### config.mk
export PLATFORM = sky130hd
export DESIGN_NAME = encoder_16_to_4_queued_flat
export DESIGN_NICKNAME = d
export VERILOG_FILES = /design/src/rtl/encoder_16_to_4_queued_pkg.sv /design/src/rtl/encoder_16_to_4_queued_if.sv /design/src/rtl/encoder_16_to_4_queued_priority_encoder_16.sv /design/src/rtl/encoder_16_to_4_queued.sv /design/src/flat_wrapper.sv
export SDC_FILE = /design/constraint.sdc
export NUM_CORES = 1
export LEC_CHECK = 0
export ABC_AREA = 1
export ABC_CLOCK_PERIOD_IN_PS = 4500
export CELL_PAD_IN_SITES_DETAIL_PLACEMENT = 1
export CELL_PAD_IN_SITES_GLOBAL_PLACEMENT = 1
export CORE_ASPECT_RATIO = 0.8
export CORE_UTILIZATION = 34
export DETAILED_ROUTE_END_ITERATION = 8
export HOLD_SLACK_MARGIN = 0.06
export PLACE_DENSITY = 0.84
export SLEW_MARGIN = 20
export SYNTH_ARGS = -nofsm -noshare
export SYNTH_HDL_FRONTEND = slang
export SYNTH_HIERARCHICAL = 1
export SYNTH_SLANG_ARGS = --single-unit
### constraint.sdc
create_clock -name clk -period 4.5 [get_ports clk]
set_clock_uncertainty 0.1 [all_clocks]
set_input_delay 1.35 -clock clk [delete_from_list [all_inputs] [get_ports clk]]
set_output_delay 1.35 -clock clk [all_outputs]
set_load 0.01 [all_outputs]
### src/rtl/encoder_16_to_4_queued_pkg.sv
// Shared widths, FSM state type and small helpers for the queued 16-to-4 request encoder.
// ROUND_ROBIN_EN selects rotating priority in the top; the package is identical either way.
package encoder_16_to_4_queued_pkg;

  localparam int unsigned Lines  = 16;
  localparam int unsigned CodeW  = 4;
  localparam int unsigned CountW = 5;

  typedef enum logic [0:0] {
    StIdle,
    StPresent
  } state_e;

  function automatic logic [Lines-1:0] onehot16(logic [CodeW-1:0] idx);
    logic [Lines-1:0] v;
    v      = '0;
    v[idx] = 1'b1;
    return v;
  endfunction

  function automatic logic [CountW-1:0] popcount16(logic [Lines-1:0] v);
    logic [CountW-1:0] n;
    n = '0;
    for (int i = 0; i < int'(Lines); i++) begin
      n = n + CountW'(v[i]);
    end
    return n;
  endfunction

endpackage

### src/rtl/encoder_16_to_4_queued_if.sv
// Request/response bundle of the queued encoder: capture side, code handshake and status.
// The DUT attaches through the slave modport; the driving environment uses master.
interface encoder_16_to_4_queued_if;
  import encoder_16_to_4_queued_pkg::*;

  logic              enable;
  logic [Lines-1:0]  in;
  logic [CodeW-1:0]  out;
  logic              out_valid;
  logic              out_ready;
  logic [Lines-1:0]  pending;
  logic [CountW-1:0] count;

  modport master (
    output enable,
    output in,
    output out_ready,
    input  out,
    input  out_valid,
    input  pending,
    input  count
  );

  modport slave (
    input  enable,
    input  in,
    input  out_ready,
    output out,
    output out_valid,
    output pending,
    output count
  );

endinterface

### src/rtl/encoder_16_to_4_queued_priority_encoder_16.sv
// Combinational 16-line priority encoder: first set mask bit at or above start, wrapping 15 -> 0.
// With start tied to 0 this degenerates to plain lowest-index priority.
module priority_encoder_16
  import encoder_16_to_4_queued_pkg::*;
(
  input  logic [Lines-1:0] mask,
  input  logic [CodeW-1:0] start,
  output logic [CodeW-1:0] index,
  output logic             found
);

  logic [CodeW-1:0] probe;

  // Scan from farthest to nearest so the last hit written is the closest to start.
  always_comb begin
    index = '0;
    probe = '0;
    for (int i = int'(Lines) - 1; i >= 0; i--) begin
      probe = start + CodeW'(i);
      if (mask[probe]) begin
        index = probe;
      end
    end
  end

  assign found = |mask;

endmodule

### src/rtl/encoder_16_to_4_queued.sv
// Registered 16-to-4 request encoder: latches active-low requests and serves them one code per
// handshake. Define ROUND_ROBIN_EN for rotating priority; default build is fixed lowest-index.
module encoder_16_to_4_queued
  import encoder_16_to_4_queued_pkg::*;
(
  input logic                   clk,
  input logic                   reset,
  encoder_16_to_4_queued_if.slave bus
);

  state_e           state_q, state_d;
  logic [Lines-1:0] pending_q, pending_d;
  logic [CodeW-1:0] out_q, out_d;
  logic             out_valid_q, out_valid_d;

  logic             handshake;
  logic [Lines-1:0] clear;
  logic [Lines-1:0] candidate;
  logic [CodeW-1:0] start;
  logic [CodeW-1:0] sel_index;
  logic             sel_found;

  assign handshake = (state_q == StPresent) && bus.out_ready;
  assign clear     = handshake ? onehot16(out_q) : '0;
  assign candidate = pending_q & ~clear;

  // Capture is OR'd in after the clear, so a bit that is re-requested while served stays set.
  always_comb begin
    pending_d = candidate;
    if (!bus.enable) begin
      pending_d = candidate | ~bus.in;
    end
  end

`ifdef ROUND_ROBIN_EN
  logic [CodeW-1:0] ptr_q, ptr_d;

  assign ptr_d = handshake ? out_q + CodeW'(1) : ptr_q;
  // The next pick in a handshake cycle already uses the freshly advanced pointer.
  assign start = ptr_d;

  always_ff @(posedge clk or posedge reset) begin
    if (reset) begin
      ptr_q <= '0;
    end else begin
      ptr_q <= ptr_d;
    end
  end
`else
  assign start = '0;
`endif

  priority_encoder_16 u_prio (
    .mask  (candidate),
    .start (start),
    .index (sel_index),
    .found (sel_found)
  );

  always_comb begin
    state_d = state_q;
    out_d   = out_q;
    unique case (state_q)
      StIdle: begin
        if (sel_found) begin
          out_d   = sel_index;
          state_d = StPresent;
        end
      end
      StPresent: begin
        if (handshake) begin
          if (sel_found) begin
            out_d = sel_index;
          end else begin
            state_d = StIdle;
          end
        end
      end
      default: state_d = StIdle;
    endcase
  end

  assign out_valid_d = (state_d == StPresent);

  always_ff @(posedge clk or posedge reset) begin
    if (reset) begin
      state_q     <= StIdle;
      pending_q   <= '0;
      out_q       <= '0;
      out_valid_q <= 1'b0;
    end else begin
      state_q     <= state_d;
      pending_q   <= pending_d;
      out_q       <= out_d;
      out_valid_q <= out_valid_d;
    end
  end

  assign bus.out       = out_q;
  assign bus.out_valid = out_valid_q;
  assign bus.pending   = pending_q;
  assign bus.count     = popcount16(pending_q);

  // A presented code always refers to a still-pending request.
  a_valid_is_pending: assert property (@(posedge clk) disable iff (reset)
    out_valid_q |-> pending_q[out_q]);

  a_stall_holds_out: assert property (@(posedge clk) disable iff (reset)
    (out_valid_q && !bus.out_ready) |=> (out_valid_q && $stable(out_q)));

  a_count_range: assert property (@(posedge clk) disable iff (reset)
    bus.count <= CountW'(Lines));

endmodule
### src/flat_wrapper.sv
// flat-port wrapper written by rule: the top's interface ports become plain ports
module encoder_16_to_4_queued_flat import encoder_16_to_4_queued_pkg::*;
  (clk, reset, bus_enable, bus_in, bus_out_ready, bus_out, bus_out_valid, bus_pending, bus_count);
  encoder_16_to_4_queued_if bus_i ();
  input logic clk;
  input logic reset;
  input wire logic [$bits(bus_i.enable)-1:0] bus_enable;
  input wire logic [$bits(bus_i.in)-1:0] bus_in;
  input wire logic [$bits(bus_i.out_ready)-1:0] bus_out_ready;
  output wire logic [$bits(bus_i.out)-1:0] bus_out;
  output wire logic [$bits(bus_i.out_valid)-1:0] bus_out_valid;
  output wire logic [$bits(bus_i.pending)-1:0] bus_pending;
  output wire logic [$bits(bus_i.count)-1:0] bus_count;
  assign bus_i.enable = bus_enable;
  assign bus_i.in = bus_in;
  assign bus_i.out_ready = bus_out_ready;
  assign bus_out = bus_i.out;
  assign bus_out_valid = bus_i.out_valid;
  assign bus_pending = bus_i.pending;
  assign bus_count = bus_i.count;
  encoder_16_to_4_queued u_core (.clk(clk), .reset(reset), .bus(bus_i));
endmodule
==> flow_summary.toml, run 1 <==
[power]
leakage_nw = 2.17
netSwitchingPower_mw = 1.09
switching_share_pct = 48.5
combPwrFrac_pct = 79.8
irDropWorstVdd_mv = 1.27
p_per_area_mw_per_mm2 = 565
clockPowerShare_pct = 8.7
intPower_mw = 1.15
seqPwrFrac_pct = 11.5

[floorplan]
initial_core_util_pct = 36.1
die_w_um = 109
die_y_um = 88.0
core.rowCount = 30
fp.coreArea_mm2 = 0.00871
dieArea_mm2 = 0.00963
boundaryPins = 46

[route]
wl_um = 11800
ant_nets = 0
vias_per_cell = 5.25
drtIter0Drc = 298
dr.pass1.iters = 5
drc = 0
wl_per_cell_um = 16.1
vias = 3856

[critical_path]
critPathSlowestCell = "fa_1"
start_kind = "flip-flop"
slowest_delay_ns = 0.57
critical_path.top_delay_family = "adder cells"
crit_chain = "inv_2, fa_1, fa_2, fa_2, fa_1, inv_2, ha_4, inv_2, fa_2, inv_2, buf_6"
crit_fanout = 2
arrival_ns = 3.59
critical_path_required_ns = 3.05
endpoint_kind = "primary output"
path_class = "reg -> out"
critPathMostFrequentCell = "inv_2"
critPathBufInv = 5

[status]
violations = "negative setup slack"
status = "complete, but fails checks"

[sta]
fin_crit_ns = 5.04
finalCritPeriodShare_pct = 112
slew_headroom_pct = 40.3
fin_ws_ns = -0.535
fin_tns_setup_ns = -2.05
rsz0062_at_grt = "yes"
maxSlewViolCount = 0
setup_viol = 5
worst_hold_slack_ns = 0.457
worst_pin_slew_ns = 0.895
hold_viol_final = 0
max_freq_ghz = 0.199

[place]
globalplace.congestion = 0.954
port_buffers = 45
dp_hpwl_um = 9510
place_inst = 727

[synthesis]
synth_cells = 549
syn_avg_cell_area_um2 = 5.72
synth_seq_area_share_pct = 16.7
yosysWarningCount = 6
synth_cell_types = 33
synth_largest_area_cell = "nand2_1"
netlist_area_mm2 = 0.00314
synth_top_cell_area_share_pct = 26.4
ys_ff_latch = 21
ys_top_cells_by_area = "nand2_1 26%, dfrtp_1 17%, nand3_1 12%"

[clocking]
clock_latency_ns = 0.26
clk_pin_slew_ns = 0.06
cts_hold_buf = 0
cts_tree = "built"
cts.sinks = 21
cts_buffers = 3
clockBufferDepth = 2
h-tree-depth = 1
cts-root-buf = "clkbuf_16"

[global_route]
grt_pass1_wl_um = 19400
grt_usage_pct = 26.1
grt_pass1_vias = 3838
grt_overflow_total = 0
grt_max_degree = 27
antenna_found_initial = 0

[final_layout]
finalNetCount = 665
fin_util_pct = 45.5
drive_gt1_share_pct = 10.6
nFillCells = 1207
fin_cells = 734
syn_to_final_growth_pct = 26.2
antenna_cells = 0

[job]
cap_violations = 0

[worst_hold_path]
hold_class = "reg -> reg"
-- sequential cells by signal (all words and copies together), names as in the netlist --
name,cells
u_core/bus.out,4
u_core/bus.out_valid,1
u_core/bus.pending,16
-- stage by stage --
| stage | setup WS, ns | area [µm²] | total power [mW] |
|---|---|---|---|
| 5_1_grt | -0.607 | 3960 | 2.42 |
| 2_1_floorplan | -0.149 | 3230 | 1.31 |
| 4_1_cts | -0.616 | 3940 | 2.19 |
| 3_5_place_dp | -0.690 | 3840 | 1.95 |
| 6_report | -0.535 | 3960 | 2.24 |
| 3_3_place_gp | -0.602 | 3840 | 1.89 |
-- worst reg2reg max path, delay by kind of cell, from the launching register on --
family,cells,cell delay [ns]
AO/OA/AOI/OAI,1,0.12
buffers and inverters,3,0.24
flip-flops,1,0.45
AND/OR/NAND/NOR,26,2.14
-- power groups by stage --
| stage | sequential [mW] | combinational [mW] | clock [mW] |
|---|---|---|---|
| 2_1_floorplan | 0.271 | 1.04 | 0 |
| 3_3_place_gp | 0.255 | 1.63 | 0 |
| 3_5_place_dp | 0.260 | 1.69 | 0 |
| 4_1_cts | 0.258 | 1.73 | 0.194 |
| 5_1_grt | 0.263 | 1.95 | 0.205 |
| 6_report | 0.258 | 1.79 | 0.194 |
-- routing by layer --
metal  track usage (%)  wire [µm]  vias up
li1                  -          -     1839
met1              37.7       5660     1897
met2              44.0       5470      114
met3              2.38        646        6
met4              1.82         53        0
met5                 0          0        -
-- cells in the final DEF, fill, tap and decap left out, types with 2 or more instances in the layout --
master and instances:
ha_1 11, or2_2 7, xnor2_1 2, a21oi_2 3, inv_1 71, o21ai_2 2, clkdlybuf4s50_1 40, nand2_2 6
inv_2 13, nor4_1 4, or2_0 10, dfrtp_1 21, a21oi_1 39, nor2_1 12, fa_2 3, conb_1 20
fa_1 7, nor2_2 4, buf_4 16, nand3_1 78, xor2_1 6, or2_1 3, o21ai_1 5, buf_2 2
nor2_4 2, clkbuf_16 3, buf_6 2, nand2_1 220
-- cell families after synthesis --
kind of cell	Yosys count	share of synthesized area (%)
buf+inv	95	12.3
fa+ha+maj	22	11.2
flops	21	16.7
compound gates	52	8.84
xor+xnor	10	3.03
simple gates	348	47.8
other cells	1	0.119
-- path summary, 6_finish.rpt --
| check | to | cells after the start | slack [ns] | startpoint |
|---|---|---|---|---|
| max | bus_count[1] | 11 | -0.54 | u_core/bus.pending[15] |
| min | u_core/bus.pending[4] | 2 | 0.46 | u_core/bus.pending[4] |
| max reg2reg | u_core/bus.out[3] | 30 | 1.41 | u_core/bus.out[1] |
| min reg2reg | u_core/bus.pending[4] | 2 | 0.46 | u_core/bus.pending[4] |
| max in group asynchronous | u_core/bus.pending[3] | 2 | 2.26 | reset |
| min in group asynchronous | u_core/bus.out[0] | 2 | 1.48 | reset |
-- synth_stat cells --
cell / number
inv_2: 5
inv_1: 79
a21oi_2: 2
buf_2: 3
and2_1: 1
o21bai_1: 1
xnor2_1: 3
or2_1: 3
xor2_1: 6
nor2_1: 12
a31oi_1: 1
or2_0: 10
nor2_4: 1
conb_1: 1
nor2_2: 5
dfrtp_1: 21
ha_1: 12
nand2_2: 5
nand2_1: 221
clkbuf_1: 3
buf_6: 2
o21a_1: 1
o21ai_0: 1
xor2_2: 1
fa_1: 10
nor4_1: 4
o21ai_1: 5
o21ai_2: 1
a21oi_1: 40
buf_4: 3
or2_2: 7
nand4_1: 1
nand3_1: 78
-- final cells by class --
cell class / count / area, µm² / share of cell area (%)
Inverter: 84 / 315 / 7.95
Tap cell: 112 / 140 / 3.54
Multi-Input combinational cell: 452 / 2340 / 59.1
Sequential cell: 21 / 526 / 13.3
Clock buffer: 4 / 78.8 / 1.99
Timing Repair Buffer: 61 / 562 / 14.2
-- repair_timing --
item / in CTS / in global routing
pin swaps: 7 / 8
hold endpoints to repair: 0 / 0
resized for setup: 25 / 8
setup endpoints to repair: 5 / 7
cloned: 0 / 0
buffers inserted: 2 / 1
Power figures use the tool's default switching activity.
==> run 2, diff against run 1 <==
- CTS_CLUSTER_SIZE: default -> 10
==> results of run 2 <==
Same layout as run 1: the final DEF is identical, and so are final timing and power.
